File: src/rtl/hack_mem_arbiter_if.sv
// Requester, RAM and status signals shared between the Hack memory arbiter and its environment.
// The slave modport is the arbiter's view; master is the CPU/DMA/RAM side.
interface hack_mem_arbiter_if #(
   parameter int unsigned DATA_W = 16,
   parameter int unsigned ADDR_W = 15
);
   logic              cpu_req;
   logic              cpu_we;
   logic [ADDR_W-1:0] cpu_addr;
   logic [DATA_W-1:0] cpu_wdata;
   logic              cpu_ack;
   logic              cpu_stall;
   logic              dma_req;
   logic              dma_we;
   logic [ADDR_W-1:0] dma_addr;
   logic [DATA_W-1:0] dma_wdata;
   logic              dma_ack;
   logic [DATA_W-1:0] rdata;
   logic              ram_en;
   logic              ram_we;
   logic [ADDR_W-1:0] ram_addr;
   logic [DATA_W-1:0] ram_wdata;
   logic [DATA_W-1:0] ram_rdata;
   logic              owner_dma;
   logic              busy;

   modport slave (
      input  cpu_req, cpu_we, cpu_addr, cpu_wdata,
      input  dma_req, dma_we, dma_addr, dma_wdata,
      input  ram_rdata,
      output cpu_ack, cpu_stall, dma_ack, rdata,
      output ram_en, ram_we, ram_addr, ram_wdata,
      output owner_dma, busy
   );

   modport master (
      output cpu_req, cpu_we, cpu_addr, cpu_wdata,
      output dma_req, dma_we, dma_addr, dma_wdata,
      output ram_rdata,
      input  cpu_ack, cpu_stall, dma_ack, rdata,
      input  ram_en, ram_we, ram_addr, ram_wdata,
      input  owner_dma, busy
   );
endinterface

File: src/rtl/hack_mem_arbiter.sv
// Two-requester arbiter for the Hack data RAM: CPU has priority, a starvation counter forces
// the DMA through after STARVE_LIMIT consecutive CPU wins over a pending DMA request.
module hack_mem_arbiter #(
   parameter int unsigned DATA_W       = 16,
   parameter int unsigned ADDR_W       = 15,
   parameter int unsigned RD_LAT       = 1,
   parameter int unsigned STARVE_LIMIT = 3
) (
   input logic               clk,
   input logic               reset,
   hack_mem_arbiter_if.slave bus_io
);
   localparam int unsigned StW      = $clog2(STARVE_LIMIT + 1);
   localparam int unsigned WaitLoad = (RD_LAT > 2) ? RD_LAT - 2 : 0;

   typedef enum logic [1:0] {StIdle, StIssue, StWait, StAck} state_e;

   state_e            state_q, state_d;
   logic              owner_dma_q, owner_dma_d;
   logic              ram_we_q, ram_we_d;
   logic [ADDR_W-1:0] ram_addr_q, ram_addr_d;
   logic [DATA_W-1:0] ram_wdata_q, ram_wdata_d;
   logic [StW-1:0]    starve_q, starve_d;
   logic [1:0]        wait_q, wait_d;
   logic              starved;
   logic              grant_dma;
   logic              cpu_ack;

   assign starved = (starve_q == StW'(STARVE_LIMIT));

   always_ff @(posedge clk or posedge reset) begin
      if (reset) begin
         state_q     <= StIdle;
         owner_dma_q <= 1'b0;
         ram_we_q    <= 1'b0;
         ram_addr_q  <= '0;
         ram_wdata_q <= '0;
         starve_q    <= '0;
         wait_q      <= '0;
      end else begin
         state_q     <= state_d;
         owner_dma_q <= owner_dma_d;
         ram_we_q    <= ram_we_d;
         ram_addr_q  <= ram_addr_d;
         ram_wdata_q <= ram_wdata_d;
         starve_q    <= starve_d;
         wait_q      <= wait_d;
      end
   end

   always_comb begin
      state_d     = state_q;
      owner_dma_d = owner_dma_q;
      ram_we_d    = ram_we_q;
      ram_addr_d  = ram_addr_q;
      ram_wdata_d = ram_wdata_q;
      starve_d    = starve_q;
      wait_d      = wait_q;
      grant_dma   = 1'b0;
      unique case (state_q)
         StIdle: begin
            if (bus_io.cpu_req || bus_io.dma_req) begin
               grant_dma   = bus_io.dma_req & (~bus_io.cpu_req | starved);
               owner_dma_d = grant_dma;
               ram_we_d    = grant_dma ? bus_io.dma_we    : bus_io.cpu_we;
               ram_addr_d  = grant_dma ? bus_io.dma_addr  : bus_io.cpu_addr;
               ram_wdata_d = grant_dma ? bus_io.dma_wdata : bus_io.cpu_wdata;
               // Only a CPU win over a waiting DMA counts toward starvation.
               if (grant_dma) begin
                  starve_d = '0;
               end else if (bus_io.dma_req && !starved) begin
                  starve_d = starve_q + 1'b1;
               end
               state_d = StIssue;
            end
         end
         StIssue: begin
            if (RD_LAT > 1) begin
               state_d = StWait;
               wait_d  = 2'(WaitLoad);
            end else begin
               state_d = StAck;
            end
         end
         StWait: begin
            if (wait_q == '0) begin
               state_d = StAck;
            end else begin
               wait_d = wait_q - 1'b1;
            end
         end
         StAck: state_d = StIdle;
         default: state_d = StIdle;
      endcase
   end

   assign cpu_ack          = (state_q == StAck) & ~owner_dma_q;
   assign bus_io.cpu_ack   = cpu_ack;
   assign bus_io.dma_ack   = (state_q == StAck) & owner_dma_q;
   assign bus_io.cpu_stall = bus_io.cpu_req & ~cpu_ack;
   assign bus_io.rdata     = bus_io.ram_rdata;
   assign bus_io.ram_en    = (state_q == StIssue);
   assign bus_io.ram_we    = ram_we_q;
   assign bus_io.ram_addr  = ram_addr_q;
   assign bus_io.ram_wdata = ram_wdata_q;
   assign bus_io.owner_dma = owner_dma_q;
   assign bus_io.busy      = (state_q != StIdle);
endmodule
File: src/flat_wrapper.sv
// flat-port wrapper written by rule: the top's interface ports become plain ports
module hack_mem_arbiter_flat 
#(
   parameter int unsigned DATA_W       = 16,
   parameter int unsigned ADDR_W       = 15,
   parameter int unsigned RD_LAT       = 1,
   parameter int unsigned STARVE_LIMIT = 3
)
  (clk, reset, bus_io_cpu_req, bus_io_cpu_we, bus_io_cpu_addr, bus_io_cpu_wdata, bus_io_dma_req, bus_io_dma_we, bus_io_dma_addr, bus_io_dma_wdata, bus_io_ram_rdata, bus_io_cpu_ack, bus_io_cpu_stall, bus_io_dma_ack, bus_io_rdata, bus_io_ram_en, bus_io_ram_we, bus_io_ram_addr, bus_io_ram_wdata, bus_io_owner_dma, bus_io_busy);
  hack_mem_arbiter_if #(.DATA_W(DATA_W), .ADDR_W(ADDR_W)) bus_io_i ();
  input logic clk;
  input logic reset;
  input wire logic [$bits(bus_io_i.cpu_req)-1:0] bus_io_cpu_req;
  input wire logic [$bits(bus_io_i.cpu_we)-1:0] bus_io_cpu_we;
  input wire logic [$bits(bus_io_i.cpu_addr)-1:0] bus_io_cpu_addr;
  input wire logic [$bits(bus_io_i.cpu_wdata)-1:0] bus_io_cpu_wdata;
  input wire logic [$bits(bus_io_i.dma_req)-1:0] bus_io_dma_req;
  input wire logic [$bits(bus_io_i.dma_we)-1:0] bus_io_dma_we;
  input wire logic [$bits(bus_io_i.dma_addr)-1:0] bus_io_dma_addr;
  input wire logic [$bits(bus_io_i.dma_wdata)-1:0] bus_io_dma_wdata;
  input wire logic [$bits(bus_io_i.ram_rdata)-1:0] bus_io_ram_rdata;
  output wire logic [$bits(bus_io_i.cpu_ack)-1:0] bus_io_cpu_ack;
  output wire logic [$bits(bus_io_i.cpu_stall)-1:0] bus_io_cpu_stall;
  output wire logic [$bits(bus_io_i.dma_ack)-1:0] bus_io_dma_ack;
  output wire logic [$bits(bus_io_i.rdata)-1:0] bus_io_rdata;
  output wire logic [$bits(bus_io_i.ram_en)-1:0] bus_io_ram_en;
  output wire logic [$bits(bus_io_i.ram_we)-1:0] bus_io_ram_we;
  output wire logic [$bits(bus_io_i.ram_addr)-1:0] bus_io_ram_addr;
  output wire logic [$bits(bus_io_i.ram_wdata)-1:0] bus_io_ram_wdata;
  output wire logic [$bits(bus_io_i.owner_dma)-1:0] bus_io_owner_dma;
  output wire logic [$bits(bus_io_i.busy)-1:0] bus_io_busy;
  assign bus_io_i.cpu_req = bus_io_cpu_req;
  assign bus_io_i.cpu_we = bus_io_cpu_we;
  assign bus_io_i.cpu_addr = bus_io_cpu_addr;
  assign bus_io_i.cpu_wdata = bus_io_cpu_wdata;
  assign bus_io_i.dma_req = bus_io_dma_req;
  assign bus_io_i.dma_we = bus_io_dma_we;
  assign bus_io_i.dma_addr = bus_io_dma_addr;
  assign bus_io_i.dma_wdata = bus_io_dma_wdata;
  assign bus_io_i.ram_rdata = bus_io_ram_rdata;
  assign bus_io_cpu_ack = bus_io_i.cpu_ack;
  assign bus_io_cpu_stall = bus_io_i.cpu_stall;
  assign bus_io_dma_ack = bus_io_i.dma_ack;
  assign bus_io_rdata = bus_io_i.rdata;
  assign bus_io_ram_en = bus_io_i.ram_en;
  assign bus_io_ram_we = bus_io_i.ram_we;
  assign bus_io_ram_addr = bus_io_i.ram_addr;
  assign bus_io_ram_wdata = bus_io_i.ram_wdata;
  assign bus_io_owner_dma = bus_io_i.owner_dma;
  assign bus_io_busy = bus_io_i.busy;
  hack_mem_arbiter #(.DATA_W(DATA_W), .ADDR_W(ADDR_W), .RD_LAT(RD_LAT), .STARVE_LIMIT(STARVE_LIMIT)) u_core (.clk(clk), .reset(reset), .bus_io(bus_io_i));
endmodule
File: config.mk
export PLATFORM = sky130hd
export DESIGN_NAME = hack_mem_arbiter_flat
export DESIGN_NICKNAME = d
export VERILOG_FILES = /design/src/rtl/hack_mem_arbiter_if.sv /design/src/rtl/hack_mem_arbiter.sv /design/src/flat_wrapper.sv
export SDC_FILE = /design/constraint.sdc
export NUM_CORES = 1
export LEC_CHECK = 0
export CAP_MARGIN = 10
export CORE_MARGIN = 8
export CORE_UTILIZATION = 33
export DETAILED_ROUTE_END_ITERATION = 7
export GPL_TIMING_DRIVEN = 0
export HOLD_SLACK_MARGIN = 0.06
export PLACE_DENSITY_LB_ADDON = 0.1
export SYNTH_ARGS = -nofsm -noshare
export SYNTH_HDL_FRONTEND = slang
export SYNTH_SLANG_ARGS = --single-unit
File: constraint.sdc
create_clock -name clk -period 1.75 [get_ports clk]
set_clock_uncertainty 0.2 [all_clocks]
set_input_delay 0.35 -clock clk [delete_from_list [all_inputs] [get_ports clk]]
set_output_delay 0.35 -clock clk [all_outputs]
set_load 0.005 [all_outputs]
==> flow_summary.ini, run 1 <==
[placed_design]
post-dp-hpwl_um = 5510
dpl.cell_count = 433
port_buffers = 120
post-place-ws_ns = -0.386
routabilityCongestion = 0.746
dpl-instance-area_um2 = 3390

[timing]
fin_ws_ns = -0.0428
final.setup.tns_ns = -0.0596
max_slew_margin_pct = 43.8
finalCritPeriodShare_pct = 102
tightestPinTransition_ns = 0.842
slew_violations = 0
fin_crit_ns = 1.79
rsz0062_at_grt = true
fmax_mhz = 558
setup_violations = 3
finalHoldViolations = 0

[logic_synthesis]
netlist.area_leader.share_pct = 46.7
synth_edf_count = 0
synth_area_um2 = 2090
synth_top_area_cell = dfrtp_1
synth_top_cells_by_area = dfrtp_1, a31oi_1, nand3_1
ys.flop_type = dfrtp_1
synth_nets = 326
synth_seq_cells = 39
netlist_instances = 236
synthArstFlopShare_pct = 100
synth_compound_area_share_pct = 19.1
yosysUniqueCellTypes = 27
synth_top_family_by_area = compound AO/OA/AOI/OAI gates
ys.warnings.count = 0
synth_mux_area_share_pct = 1.56
synth-xor-area-share_pct = 0.419
synthAdderAreaFrac_pct = 3.59
avgSynthCellArea_um2 = 8.86
synth-simple-area-share_pct = 15.8
ys_seq_area_share_pct = 46.7

[detailed_routing]
initialDrtViolationCount = 68
route.detailed.drc = 0
vias_per_cell = 4.91
wl_um = 7710
drt_first_pass_iters = 4
route.vias.total = 2240
ant_nets = 0
wl_per_cell_um = 16.9

[clocking]
cts_buffer_depth = 2
cts_htree_levels = 2
cts_sinks = 39
cts_made_buffers = 5
cts.hold.buffers_added = 0
clk_pin_slew_ns = 0.09
cts_tree = built
insertion_delay_ns = 0.28
root_buffer = clkbuf_8

[global_routing]
grt_max_degree = 40
antenna_found_initial = 0
grt_pass1_vias = 2270
grt-ovfl-total = 0
grt_usage_pct = 15.6
grt_pass1_wl_um = 11200

[power_and_ir_drop]
power.switching_mw = 1.55
internal-power_mw = 3.31
ir_drop_mv = 0.585
power.clock.fraction_pct = 16.3
pwr-share-seq_pct = 31.9
p_leak_nw = 1.61
switching_share_pct = 31.9
power_mw = 4.87
powerDensity_nw_per_um2 = 1310
p_comb_share_pct = 51.8

[cells_and_area]
stdcell_area_um2 = 3720
final_cells = 456
syn2layout_area_growth_pct = 77.9
finalNetCount = 468
drive_above_1_share_pct = 18.5
final_cell_mix = clkdlybuf4s50_1, dfrtp_1, nor2_1
layout_commonest_cell = clkdlybuf4s50_1
diodes = 0

[worst_setup_path]
cp.required_ns = 1.20
r2r_start = u_core.state_q[0]$_DFFE_PP0P_
worstRegToRegCells = 9
endpoint_kind = output pin
path_max_fanout = 3
critPathKind = flip-flop to output pin
r2r-end = u_core.bus_io.ram_addr[0]$_DFFE_PP0P_
r2r_setup_slack_ns = -0.01
cp.arrival_ns = 1.24
startpoint_type = flip-flop

[worst_hold_path]
hold_path_class = input pin to flip-flop
holdPathEnd = u_core.bus_io.ram_wdata[13]$_DFFE_PP0P_
min_path_cells = 3
hold_start = bus_io_dma_req

[floorplan]
die-area_um2 = 9140
fp.dieH_um = 95.6
dieWidth_um = 95.6
core_area_um2 = 6240
std_cell_rows = 29
start_util_pct = 33.5
pin_count = 138

[run]
maxCapViolations = 0

[status]
status = complete, but fails checks
violations = setup timing
state kept, by name, summed over array words and instances, names as in the netlist:
register,flops
u_core.state_q,2
u_core.bus_io.ram_we,1
u_core.bus_io.ram_wdata,16
u_core.starve_q,2
u_core.bus_io.owner_dma,1
u_core.bus_io.ram_addr,15
u_core.wait_q,2
routing by layer:
metal  up-vias  part of all wire (%)  global-route usage (%)
met5         -                     0                       0
met1      1051                    41                    18.1
li1       1098                     -                       -
met3         7                   8.0                    5.67
met4         0                   1.2                    4.74
met2        84                    49                    26.3
worst max-delay path by stage:
stage | from | end | slack [ns] | cells after the start
global route | u_core.state_q[1]$_DFFE_PP0P_ | bus_io_cpu_stall | -0.13 | 4
CTS | u_core.state_q[0]$_DFFE_PP0P_ | bus_io_cpu_stall | -0.04 | 4
floorplan | u_core.state_q[0]$_DFFE_PP0P_ | u_core.state_q[1]$_DFFE_PP0P_ | 0.1 | 5
detailed placement | bus_io_cpu_req | bus_io_cpu_stall | -0.39 | 3
finish | u_core.state_q[1]$_DFFE_PP0P_ | bus_io_cpu_stall | -0.04 | 4
global placement | reset | u_core.bus_io.ram_wdata[3]$_DFFE_PP0P_ | -0.63 | 2
through the flow:
| stage | hold WS [ns] | utilization, % |
|---|---|---|
| after floorplan | 0.246 | - |
| after global placement | 0.262 | 54.3 |
| after detailed placement | 0.265 | 54.3 |
| after CTS | 0.152 | 57.0 |
| after global routing | 0.158 | 59.6 |
| final | 0.151 | 59.6 |
cells in the mapped netlist, types with 2 or more instances:
library cell  instances
inv_1                 6
buf_6                 3
nand2_1               2
dfrtp_1              39
clkbuf_1              6
ha_1                  6
buf_4                17
nand3_1              32
inv_2                 2
nor2b_1               2
nor2_1               33
o21ai_0              29
a31oi_1              32
o21ai_1               4
buf_2                10
nand2b_1              2
logic make-up (layout without fill, tap and decap cells):
family	after synthesis	count (layout)
AND/OR/NAND/NOR	73	73
AO/OA/AOI/OAI	69	69
buffers and inverters	45	188
flip-flops	39	39
adder cells (fa/ha/maj)	6	6
multiplexers	3	3
XOR/XNOR	1	1
layout make-up:
cell class	instances	area, um^2
Buffer	37	270
Clock buffer	6	82.6
Clock inverter	2	35.0
Fill cell	580	2520
Inverter	8	35.0
Multi-Input combinational cell	152	880
Sequential cell	39	976
Tap cell	77	96.3
Timing Repair Buffer	135	1350
critical path, stage by stage (launching register included):
cell and delay, ns:
dfrtp_1 0.41, ha_2 0.21, nor2b_4 0.13, nor2b_1 0.09, buf_2 0.12
what timing repair did:
item	CTS	global route
pin swaps	2	1
resized for setup	32	24
setup endpoints to repair	7	48
buffers inserted	5	8
gates cloned	0	2
power groups by stage:
stage	clock network (mW)	logic (mW)	registers [mW]
2_1_floorplan	0	0.913	1.60
3_3_place_gp	0	2.23	1.56
3_5_place_dp	0	2.25	1.58
4_1_cts	0.805	2.37	1.56
5_1_grt	0.843	2.76	1.60
6_report	0.792	2.52	1.55
(Power assumes the default switching activity.)
==> inputs of run 2 (changes only) <==
--- a/config.mk
+++ b/config.mk
@@ -7,10 +7,11 @@
 export LEC_CHECK = 0
 export CAP_MARGIN = 10
 export CORE_MARGIN = 8
-export CORE_UTILIZATION = 33
+export CORE_UTILIZATION = 39
 export DETAILED_ROUTE_END_ITERATION = 7
 export GPL_TIMING_DRIVEN = 0
 export HOLD_SLACK_MARGIN = 0.06
+export MAX_ROUTING_LAYER = met4
 export PLACE_DENSITY_LB_ADDON = 0.1
 export SYNTH_ARGS = -nofsm -noshare
 export SYNTH_HDL_FRONTEND = slang
==> constraint.sdc (replaced) <==
create_clock -name clk -period 2.2 [get_ports clk]
set_clock_uncertainty 0.2 [all_clocks]
set_input_delay 0.44 -clock clk [delete_from_list [all_inputs] [get_ports clk]]
set_output_delay 0.44 -clock clk [all_outputs]
set_load 0.005 [all_outputs]
==> flow_summary.ini, run 2 (synthesized netlist as in run 1, its figures left out) <==
[clocking]
cts_buffer_depth = 2
cts_sinks = 39
clk_pin_slew_ns = 0.08
insertion_delay_ns = 0.29
root_buffer = clkbuf_8
cts_htree_levels = 2
cts_tree = built
cts_made_buffers = 5

[worst_setup_path]
slowest_stage = clkdlybuf4s50_1
r2r_setup_slack_ns = 0.48
critical-path-max-stage-delay_ns = 0.44
worstRegToRegCells = 5
r2r-end = u_core.state_q[1]$_DFFE_PP0P_
startpoint_type = flip-flop
cp.required_ns = 1.56
critPathKind = flip-flop to output pin
cp.arrival_ns = 1.50
crit_chain = ha_1, and2_1, clkdlybuf4s50_1
path_max_fanout = 3
r2r_start = u_core.state_q[0]$_DFFE_PP0P_
endpoint_kind = output pin

[timing]
finalHoldViolations = 0
final.setup.tns_ns = 0
slew_violations = 0
max_slew_margin_pct = 44.1
finalCritPeriodShare_pct = 97.2
fin_crit_ns = 2.14
fmax_mhz = 467
tightestPinTransition_ns = 0.837
rsz0062_at_grt = false
setup_violations = 0

[global_routing]
grt_max_degree = 40
grtUsageMet1_pct = 21.4
grt_use_met2_pct = 31.1
grt-ovfl-total = 0
grt_pass1_vias = 2396
grt_pass1_wl_um = 11300
antenna_found_initial = 0
top_usage_layer = met2
grt_usage_pct = 18.7
grtUsageMet3_pct = 4.87

[floorplan]
pin_count = 138
start_util_pct = 40.7
core_area_um2 = 5140
dieWidth_um = 89.2
std_cell_rows = 26
die-area_um2 = 7960
fp.dieH_um = 89.2

[power_and_ir_drop]
powerDensity_nw_per_um2 = 1010
p_leak_nw = 1.42
ir_drop_mv = 0.369

[placed_design]
dpl.cell_count = 426
routabilityCongestion = 0.773
post-dp-hpwl_um = 5380
dpl-instance-area_um2 = 3380
port_buffers = 120

[detailed_routing]
wl_per_cell_um = 16.5
initialDrtViolationCount = 132
route.detailed.drc = 0
drt_first_pass_iters = 4
vias_per_cell = 5.13
route.vias.total = 2238
wl_um = 7170
ant_nets = 0

[worst_hold_path]
min_path_cells = 3
holdPathEnd = u_core.bus_io.ram_wdata[13]$_DFFE_PP0P_
hold_start = bus_io_dma_req
hold_path_class = input pin to flip-flop

[status]
status = finished, final reports clean

[cells_and_area]
layout_commonest_cell = clkdlybuf4s50_1
final_cells = 436
largest_reg_flops = 16
syn2layout_area_growth_pct = 66.4
num-fill-cells = 472
drive_above_1_share_pct = 12.0
finalNetCount = 455
final_cell_mix = clkdlybuf4s50_1, dfrtp_1, nor2_1
diodes = 0
stdcell_area_um2 = 3480

[run]
maxCapViolations = 0
-- run 2: worst max-delay path: cells and delay by family, from the launching register on --
kind	cells	cell delay, ns
adder cells (fa/ha/maj)	1	0.22
buffers and inverters	1	0.44
flip-flops	1	0.40
AND/OR/NAND/NOR	1	0.15
-- run 2: metrics by stage --
step                      hold slack, ns  total power [mW]  setup slack (ns)  utilization (%)
after floorplan                    0.246              2.00             0.548                -
after global placement             0.263              2.99            -0.214             65.7
after detailed placement           0.276              3.04           -0.0915             65.7
after CTS                          0.238              3.54            0.0223             67.6
after global routing               0.251              3.77           0.00261             67.7
final                              0.247              3.50            0.0605             67.7
-- run 2: worst max path at each step --
stage,startpoint,end,slack (ns)
6_report,u_core.state_q[0]$_DFFE_PP0P_,bus_io_dma_ack,0.06
5_1_grt,u_core.state_q[0]$_DFFE_PP0P_,bus_io_dma_ack,0.003
4_1_cts,u_core.state_q[0]$_DFFE_PP0P_,bus_io_busy,0.02
3_5_place_dp,bus_io_cpu_req,bus_io_cpu_stall,-0.09
3_3_place_gp,reset,u_core.state_q[0]$_DFFE_PP0P_,-0.21
2_1_floorplan,u_core.state_q[0]$_DFFE_PP0P_,u_core.state_q[1]$_DFFE_PP0P_,0.55
-- run 2: cell type report --
| class | count | area, um^2 | share of cell area (%) |
|---|---|---|---|
| Timing Repair Buffer | 122 | 1220 | 35.0 |
| Sequential cell | 39 | 976 | 28.1 |
| Multi-Input combinational cell | 152 | 848 | 24.4 |
| Buffer | 37 | 239 | 6.87 |
| Tap cell | 70 | 87.6 | 2.52 |
| Clock buffer | 7 | 76.3 | 2.19 |
| Inverter | 8 | 30.0 | 0.863 |
| Clock inverter | 1 | 5.00 | 0.144 |
-- run 2: repair_timing --
action,in CTS,in global routing
endpoints found under the setup margin,3,1
gates resized for setup,3,1
setup buffers,2,0
hold buffers,0,0
pin swaps,0,0
-- run 2: metal layers --
layer | up-vias | routed length [um]
met5 | - | 0
met1 | 1057 | 3000
li1 | 1068 | -
met4 | 0 | 99
met2 | 106 | 3440
met3 | 7 | 629
-- run 2: report_power, final --
part	total (mW)	leakage [nW]	internal, mW	switching (mW)
sequential	1.23	0.444	1.06	0.174
clock	0.485	0.0422	0.223	0.262
combinational	1.78	0.938	1.07	0.715
total	3.50	1.42	2.35	1.15
==> inputs of run 3 (changes only) <==
--- a/config.mk
+++ b/config.mk
@@ -9,6 +9,7 @@
 export CORE_MARGIN = 8
 export CORE_UTILIZATION = 39
 export DETAILED_ROUTE_END_ITERATION = 7
+export GPL_ROUTABILITY_DRIVEN = 0
 export GPL_TIMING_DRIVEN = 0
 export HOLD_SLACK_MARGIN = 0.06
 export MAX_ROUTING_LAYER = met4
==> results of run 3 <==
Final layout, timing and power as in run 2 (identical DEF).
